<file path="src/rtl/montgomery_convert_if.sv">
// Start/done handshake and operand bus shared by montgomery_convert and its requester.
interface montgomery_convert_if #(
    parameter int W = 32
);
    logic         start;
    logic         mode;
    logic [W-1:0] X;
    logic [W-1:0] M;
    logic [W-1:0] M_inv;
    logic [W-1:0] R2;
    logic [W-1:0] S;
    logic         busy;
    logic         done;

    modport master (
        output start, mode, X, M, M_inv, R2,
        input  S, busy, done
    );

    modport slave (
        input  start, mode, X, M, M_inv, R2,
        output S, busy, done
    );
endinterface

</file>
<file path="src/rtl/montgomery_convert.sv">
// Montgomery domain conversion: mode 1 gives X*R mod M, mode 0 gives X*R^-1 mod M,
// using digit-serial REDC with R = 2^(M_BITS*DIGITS).
//
// state  | meaning
// IDLE   | waiting for start; operands latched on the accepting edge
// LOAD   | T = X*R2 (to Montgomery) or X (from Montgomery)
// REDUCE | one REDC digit per cycle, DIGITS cycles
// FINAL  | conditional subtract into S, done pulse follows
module montgomery_convert #(
    parameter int W      = 32,
    parameter int M_BITS = 8,
    parameter int DIGITS = 2
) (
    input  logic                 clk,
    input  logic                 rst,
    montgomery_convert_if.slave  bus
);
    localparam int TW = 2*W + 2;
    localparam int CW = $clog2(DIGITS + 1);

    typedef enum logic [1:0] {
        ST_IDLE,
        ST_LOAD,
        ST_REDUCE,
        ST_FINAL
    } state_t;

    state_t            state;
    state_t            state_nx;
    logic              busy_c;

    logic [W-1:0]      x_r;
    logic [W-1:0]      m_r;
    logic [W-1:0]      r2_r;
    logic [M_BITS-1:0] minv_r;
    logic              mode_r;
    logic [TW-1:0]     t_r;
    logic [CW-1:0]     cnt;
    logic [W-1:0]      s_r;
    logic              done_r;

    logic [M_BITS-1:0] q;
    logic [TW-1:0]     qm;
    logic              unused_minv;

    // Only the low digit of M_inv participates in the reduction.
    assign unused_minv = ^bus.M_inv[W-1:M_BITS];

    assign q  = t_r[M_BITS-1:0] * minv_r;
    assign qm = TW'(q) * TW'(m_r);

    always_ff @(posedge clk or negedge rst) begin
        if (!rst) begin
            state <= ST_IDLE;
        end else begin
            state <= state_nx;
        end
    end

    always_comb begin
        state_nx = state;
        busy_c   = 1'b0;
        case (state)
            ST_IDLE: begin
                if (bus.start) begin
                    state_nx = ST_LOAD;
                end
            end
            ST_LOAD: begin
                busy_c   = 1'b1;
                state_nx = ST_REDUCE;
            end
            ST_REDUCE: begin
                busy_c = 1'b1;
                if (cnt == CW'(DIGITS - 1)) begin
                    state_nx = ST_FINAL;
                end
            end
            ST_FINAL: begin
                busy_c   = 1'b1;
                state_nx = ST_IDLE;
            end
            default: state_nx = ST_IDLE;
        endcase
    end

    always_ff @(posedge clk or negedge rst) begin
        if (!rst) begin
            x_r    <= '0;
            m_r    <= '0;
            r2_r   <= '0;
            minv_r <= '0;
            mode_r <= 1'b0;
            t_r    <= '0;
            cnt    <= '0;
            s_r    <= '0;
            done_r <= 1'b0;
        end else begin
            done_r <= 1'b0;
            case (state)
                ST_IDLE: begin
                    if (bus.start) begin
                        x_r    <= bus.X;
                        m_r    <= bus.M;
                        r2_r   <= bus.R2;
                        minv_r <= bus.M_inv[M_BITS-1:0];
                        mode_r <= bus.mode;
                    end
                end
                ST_LOAD: begin
                    t_r <= mode_r ? (TW'(x_r) * TW'(r2_r)) : TW'(x_r);
                    cnt <= '0;
                end
                ST_REDUCE: begin
                    // Low digit of T + q*M is zero by choice of q, so the shift is exact.
                    t_r <= (t_r + qm) >> M_BITS;
                    cnt <= cnt + CW'(1);
                end
                ST_FINAL: begin
                    s_r    <= (t_r >= TW'(m_r)) ? W'(t_r - TW'(m_r)) : W'(t_r);
                    done_r <= 1'b1;
                end
                default: ;
            endcase
        end
    end

    assign bus.S    = s_r;
    assign bus.busy = busy_c;
    assign bus.done = done_r;
endmodule

</file>
<file path="src/flat_wrapper.sv">
// flat-port wrapper written by rule: the top's interface ports become plain ports
module montgomery_convert_flat 
#(
    parameter int W      = 32,
    parameter int M_BITS = 8,
    parameter int DIGITS = 2
)
  (clk, rst, bus_start, bus_mode, bus_X, bus_M, bus_M_inv, bus_R2, bus_S, bus_busy, bus_done);
  montgomery_convert_if #(.W(W)) bus_i ();
  input  logic clk;
  input  logic rst;
  input wire logic [$bits(bus_i.start)-1:0] bus_start;
  input wire logic [$bits(bus_i.mode)-1:0] bus_mode;
  input wire logic [$bits(bus_i.X)-1:0] bus_X;
  input wire logic [$bits(bus_i.M)-1:0] bus_M;
  input wire logic [$bits(bus_i.M_inv)-1:0] bus_M_inv;
  input wire logic [$bits(bus_i.R2)-1:0] bus_R2;
  output wire logic [$bits(bus_i.S)-1:0] bus_S;
  output wire logic [$bits(bus_i.busy)-1:0] bus_busy;
  output wire logic [$bits(bus_i.done)-1:0] bus_done;
  assign bus_i.start = bus_start;
  assign bus_i.mode = bus_mode;
  assign bus_i.X = bus_X;
  assign bus_i.M = bus_M;
  assign bus_i.M_inv = bus_M_inv;
  assign bus_i.R2 = bus_R2;
  assign bus_S = bus_i.S;
  assign bus_busy = bus_i.busy;
  assign bus_done = bus_i.done;
  montgomery_convert #(.W(W), .M_BITS(M_BITS), .DIGITS(DIGITS)) u_core (.clk(clk), .rst(rst), .bus(bus_i));
endmodule
</file>
<file path="config.mk">
export PLATFORM = sky130hd
export DESIGN_NAME = montgomery_convert_flat
export DESIGN_NICKNAME = d
export VERILOG_FILES = /design/src/rtl/montgomery_convert_if.sv /design/src/rtl/montgomery_convert.sv /design/src/flat_wrapper.sv
export SDC_FILE = /design/constraint.sdc
export NUM_CORES = 2
export LEC_CHECK = 0
export ABC_AREA = 1
export CAP_MARGIN = 25
export CORE_MARGIN = 3
export CORE_UTILIZATION = 30
export DETAILED_ROUTE_END_ITERATION = 12
export HOLD_SLACK_MARGIN = 0.15
export PLACE_DENSITY = 0.5
export SYNTH_ARGS = -nofsm -noshare
export SYNTH_HDL_FRONTEND = slang
export SYNTH_SLANG_ARGS = --single-unit
</file>
<file path="constraint.sdc">
create_clock -name clk -period 10.4 [get_ports clk]
set_input_delay 2.08 -clock clk [delete_from_list [all_inputs] [get_ports clk]]
set_output_delay 2.08 -clock clk [all_outputs]
set_load 0.02 [all_outputs]
</file>
Yosys cells after proc, flatten, opt, wreduce, memory -nomap -nowiden
Index checks and enable logic that the tools add are counted.
{ "word_totals": {"regBits": 208, "inputBits": 132, "word_cells": 37} }
{ "classes": {"addsub": 3, "n_mul": 3, "n_lt_le_gt_ge": 1, "n_eq_ne": 6, "mux": 9, "n_reduce_logical": 5} }
{ "op_table": {"columns": ["cell", "n"], "rows": [
  ["case mux 66 bit (2 select lines)", 1],
  ["adder 66 x 40 -> 66 bit", 1],
  [">= comparator 66 x 32 -> 1 bit", 1],
  ["multiplier 32 x 32 -> 64 bit", 1],
  ["two-way mux 64 bit", 1],
  ["multiplier 8 x 32 -> 40 bit", 1],
  ["two-way mux 32 bit", 1],
  ["subtractor 32 bit", 1],
  ["multiplier 8 x 8 -> 8 bit", 1],
  ["case mux 2 bit (4 select lines)", 1],
  ["equality test 2 x 1 -> 1 bit (second input constant)", 2],
  ["equality test 2 bit (second input constant)", 2],
  ["two-way mux 2 bit", 2],
  ["case mux 2 bit (2 select lines)", 1],
  ["AND reduction 2 bit", 2],
  ["OR reduction 3 bit", 1],
  ["adder 2 x 1 -> 2 bit (second input constant)", 1],
  ["logical NOT 2 bit", 1],
  ["two-way mux 1 bit", 2],
  ["!= test 2 x 1 -> 1 bit (second input constant)", 1],
  ["!= test 2 bit (second input constant)", 1],
  ["nonzero test 2 bit", 1]
]} }

Logic depth before layout (Yosys ltp)
{ "logic_depth": {"word_depth": 4, "depth_mapped": 42} }

Least setup slack after synthesis
Ideal clock, no wire load.
{ "synth_timing": {"path_kind": "flip-flop to flip-flop", "startpoint": "register u_core.t_r[3]", "endpoint": "register u_core.t_r[38]", "setup_ns": 0.133, "arrival_time_ns": 7.182, "slack_ns": 3.085, "path_stages_with_launch": 36, "n_path_buf": 2, "period_less_slack_ns": 7.315, "cell_sequence": "dfrtp_1 -> buf_2 -> nand2_1 -> inv_1 -> fa_1 -> inv_1 -> fa_1 -> fa_1 -> fa_1 -> inv_1 -> ha_1 -> a21oi_1 -> xnor2_1 -> xor2_1 -> xnor2_1 -> buf_2 -> nor2_1 -> fa_1 -> inv_1 -> fa_1 -> fa_1 -> fa_1 -> inv_1 -> ha_1 -> nand2_1 -> nor2_1 -> nor3b_2 -> nand2_1 -> nor2_1 -> nand2_1 -> nand3_2 -> nand2_1 -> nand3_1 -> o21ai_0 -> nand2_1 -> o21ai_0"} }
{ "synth_between": {"elab_chain_cells": 4} }
{ "synth_rtl": {"columns": ["item", "line", "rtl"], "rows": [
  ["start: declaration", "montgomery_convert.sv:37", "logic [TW-1:0] t_r;"],
  ["start signal: assignment", "montgomery_convert.sv:111", "t_r <= mode_r ? (TW'(x_r) * TW'(r2_r)) : TW'(x_r);"],
  ["start signal: assignment", "montgomery_convert.sv:116", "t_r <= (t_r + qm) >> M_BITS;"],
  ["multiplier 8 x 8 -> 8 bit", "montgomery_convert.sv:49", "assign q = t_r[M_BITS-1:0] * minv_r;"],
  ["multiplier 8 x 32 -> 40 bit", "montgomery_convert.sv:50", "assign qm = TW'(q) * TW'(m_r);"],
  ["adder 66 x 40 -> 66 bit (*)", "montgomery_convert.sv:116", null],
  ["case mux 66 bit (2 select lines) (*)", "montgomery_convert.sv:100", "case (state)"]
]} }
Every way passes the cells marked *; elsewhere a longest branch is shown, timed or not. The select of a mux whose other input is x is not followed.
A chain may end at the register's enable or synchronous reset.

Worst setup path in the final report
Ends and elaborated chain as after synthesis.

==> run_results.csv <==
group,metric,value,unit
global_route,grt_overflow,0,
critical_path,cp.arrival,9.17,ns
placement,gp_congestion,0.948,
synth,syn-num-nets,9457,
critical_path,worst-path-max-fanout,31,
synth,netlist_area,57600,um2
finish,drive_gt1_share,2.86,%
drt,vias_per_cell,4.70,
cts,ctsHoldBuffers,0,
flow_run,maxCapViolCount,0,
timing,fmaxAchievable,115,MHz
status,status,"complete, no violations",
synth,synth_edf_count,0,
timing,fin_crit,8.71,ns
die,start_util,30.2,%
critical_path,cp_top_family,"adder cells",
drt,route.detailed.drc,0,
cts,post_cts_buffers,0,
timing,tightestPinTransition,1.11,ns
cts,clkTransAtPathRegs,0.06,ns
global_route,antenna_found_initial,3,
synth,avgSynthCellArea,7.36,um2
global_route,grt_pass1_vias,51624,
drt,wl_per_cell,19.1,um
drt,dr.pass1.iters,7,
timing,finalHoldViolations,0,
die,num_rows,160,
placement,placed_cells,10199,
critical_path,rrSetupSlack,1.69,ns
synth,netlist.area_leader.share,39.2,%
synth,synth_area_leader_cell,"fa_1",
synth,syn_inst,7822,
critical_path,crit_type,"reg2reg",
synth,synth_top_flop_cell,"dfrtp_1",
drt,totalWireLength,196000,um
cts,cts_tree,"built",
cts,htree_num_levels,2,
critical_path,worst_ep_required_time,10.86,ns
critical_path,crit_buf_inv,6,
critical_path,cp-end-kind,"flip-flop",
cts,clk_path_buf_depth,3,
die,die_area,197000,um2
finish,instances_no_fill,10265,
drt,postRouteAntennaNets,0,
die,boundaryPins,166,
synth,ys.warnings.count,0,
synth,ys_seq_elements,206,
drt,drt_iter0_markers,3048,
worst_hold_path,hp-class,"reg2reg",
timing,slew_headroom,26.0,%
global_route,grt_pass1_wl,310000,um
cts,cts_buffers,36,
synth,synth_cell_types,44,
timing,setup_violations,0,
placement,hpwl,164000,um
die,core,190000,um2
die,die_h,444,um
critical_path,cpMaxStageDelayCell,"dfrtp_1",
timing,slew_viol_final,0,
placement,pre_cts_ws,1.73,ns
synth,synth-seq-area-share,8.96,%
timing,period_share,83.7,%
cts,cts.root.buffer_cell,"clkbuf_16",
cts,insertion_delay,0.63,ns
timing,finClkSkew,0.0442,ns
finish,fin_nets,9363,
placement,io_buffers,141,
global_route,grt_max_degree,89,
cts,cts_sinks,206,
synth,async_reset_ff_share,100,%
timing,setup_ws,1.69,ns
global_route,grtUsageTotal,20.3,%
finish,areaGrowthSynthToFinish,8.84,%
critical_path,slowest_delay,0.59,ns
die,die_x,444,um
timing,final.setup.tns,0,ns
timing,holdWs,0.482,ns
synth,ys_top_cells_by_area,"fa_1 (39%), nand2_1 (14%), inv_1 (14%)",
cts,ctsResizeCount,0,
critical_path,cp-start-kind,"flip-flop",
drt,routed-via-count,48252,
finish,nFillCells,20599,
timing,rsz0062_at_grt,"no",
==> tightest hold or removal path, delay by kind of cell, from the launching register on <==
kind,cells,cell delay [ns]
DFF,1,0.34
and+or+nand+nor,2,0.11
==> through the flow <==
stage               util (%)  instance area [um2]
floorplan                  -                57600
global placement        32.2                61400
detailed placement      32.3                61400
CTS                     32.9                62600
global route            32.9                62600
finish                  32.9                62600
==> logic make-up (layout without fill, tap and decap cells) <==
group           Yosys count  in the layout  share of synthesized area (%)
buf+inv                2467           2398                           16.2
fa+ha+maj              1503           1503                           47.4
xor+xnor                 63             63                          0.959
simple gates           2995           2995                           20.6
flops                   206            206                           8.96
compound gates          544            544                           5.05
mux                      44             44                          0.861
other cells               0              1                              0
==> sequential cells by signal (all words and copies together), names as in the netlist <==
| name | cells |
|---|---|
| u_core.t_r | 64 |
| u_core.mode_r | 1 |
| u_core.m_r | 32 |
| u_core.bus.done | 1 |
| u_core.r2_r | 32 |
| u_core.state | 2 |
| u_core.cnt | 2 |
| u_core.minv_r | 8 |
| u_core.bus.S | 32 |
| u_core.x_r | 32 |
==> synth_stat cells (15+ instances only) <==
cell,n
ha_1,377
nand3b_1,15
a21oi_1,303
xor2_1,34
a31oi_1,25
o21bai_1,20
xnor2_1,29
o21ai_0,133
nand2_1,2143
o21ai_1,24
clkbuf_1,325
nor2_1,489
nand4_1,50
mux2_2,44
inv_1,2113
nor3_1,38
fa_1,1126
nand3_1,227
dfrtp_1,206
==> metal layers <==
| metal | track usage, % | share of wire [%] | vias to the layer above | wire (um) |
|---|---|---|---|---|
| met2 | 34.0 | 47 | 1250 | 92500 |
| met5 | 0 | 0 | - | 0 |
| met3 | 1.94 | 4.6 | 263 | 9100 |
| met4 | 6.44 | 3.6 | 0 | 7000 |
| li1 | - | - | 22371 | - |
| met1 | 27.5 | 45 | 24368 | 87700 |
==> area by class of cell <==
cell class	count	area (um2)	share of cell area, %
Timing Repair Buffer	222	2100	3.36
Clock buffer	51	1030	1.64
Multi-Input combinational cell	5149	43100	68.8
Inverter	2113	7930	12.7
Tap cell	2511	3140	5.01
Sequential cell	206	5180	8.27
Antenna cell	1	2.50	0.00399
Clock inverter	12	135	0.216
==> path summary, 6_finish.rpt <==
check | from | end | cells after the start
setup / recovery | u_core.t_r[3] | u_core.t_r[38] | 34
max in group asynchronous | rst | u_core.r2_r[30] | 2
setup reg to reg | u_core.t_r[3] | u_core.t_r[38] | 34
hold / removal | u_core.bus.S[17] | u_core.bus.S[17] | 2
hold reg to reg | u_core.bus.S[17] | u_core.bus.S[17] | 2
min in group asynchronous | rst | u_core.bus.S[11] | 1
==> cells in the final DEF, fill, tap and decap left out, drive strengths merged, types with 3 or more instances in the layout <==
cell type      count
a21boi             3
a21o              10
a21oi            304
a22oi              4
a31oi             25
and2               4
and3               5
buf               82
clkbuf            51
clkdlybuf4s50    140
clkinv             5
dfrtp            206
fa              1126
ha               377
inv             2118
mux2              44
nand2           2147
nand3            230
nand3b            15
nand4             50
nor2             489
nor3              40
nor4              11
o211ai             6
o21a               6
o21ai            160
o21bai            20
o22ai              5
or2                3
xnor2             29
xor2              34
Power is not shown: default switching activity piles up to over one toggle a cycle in this logic, so the estimate is an artifact.
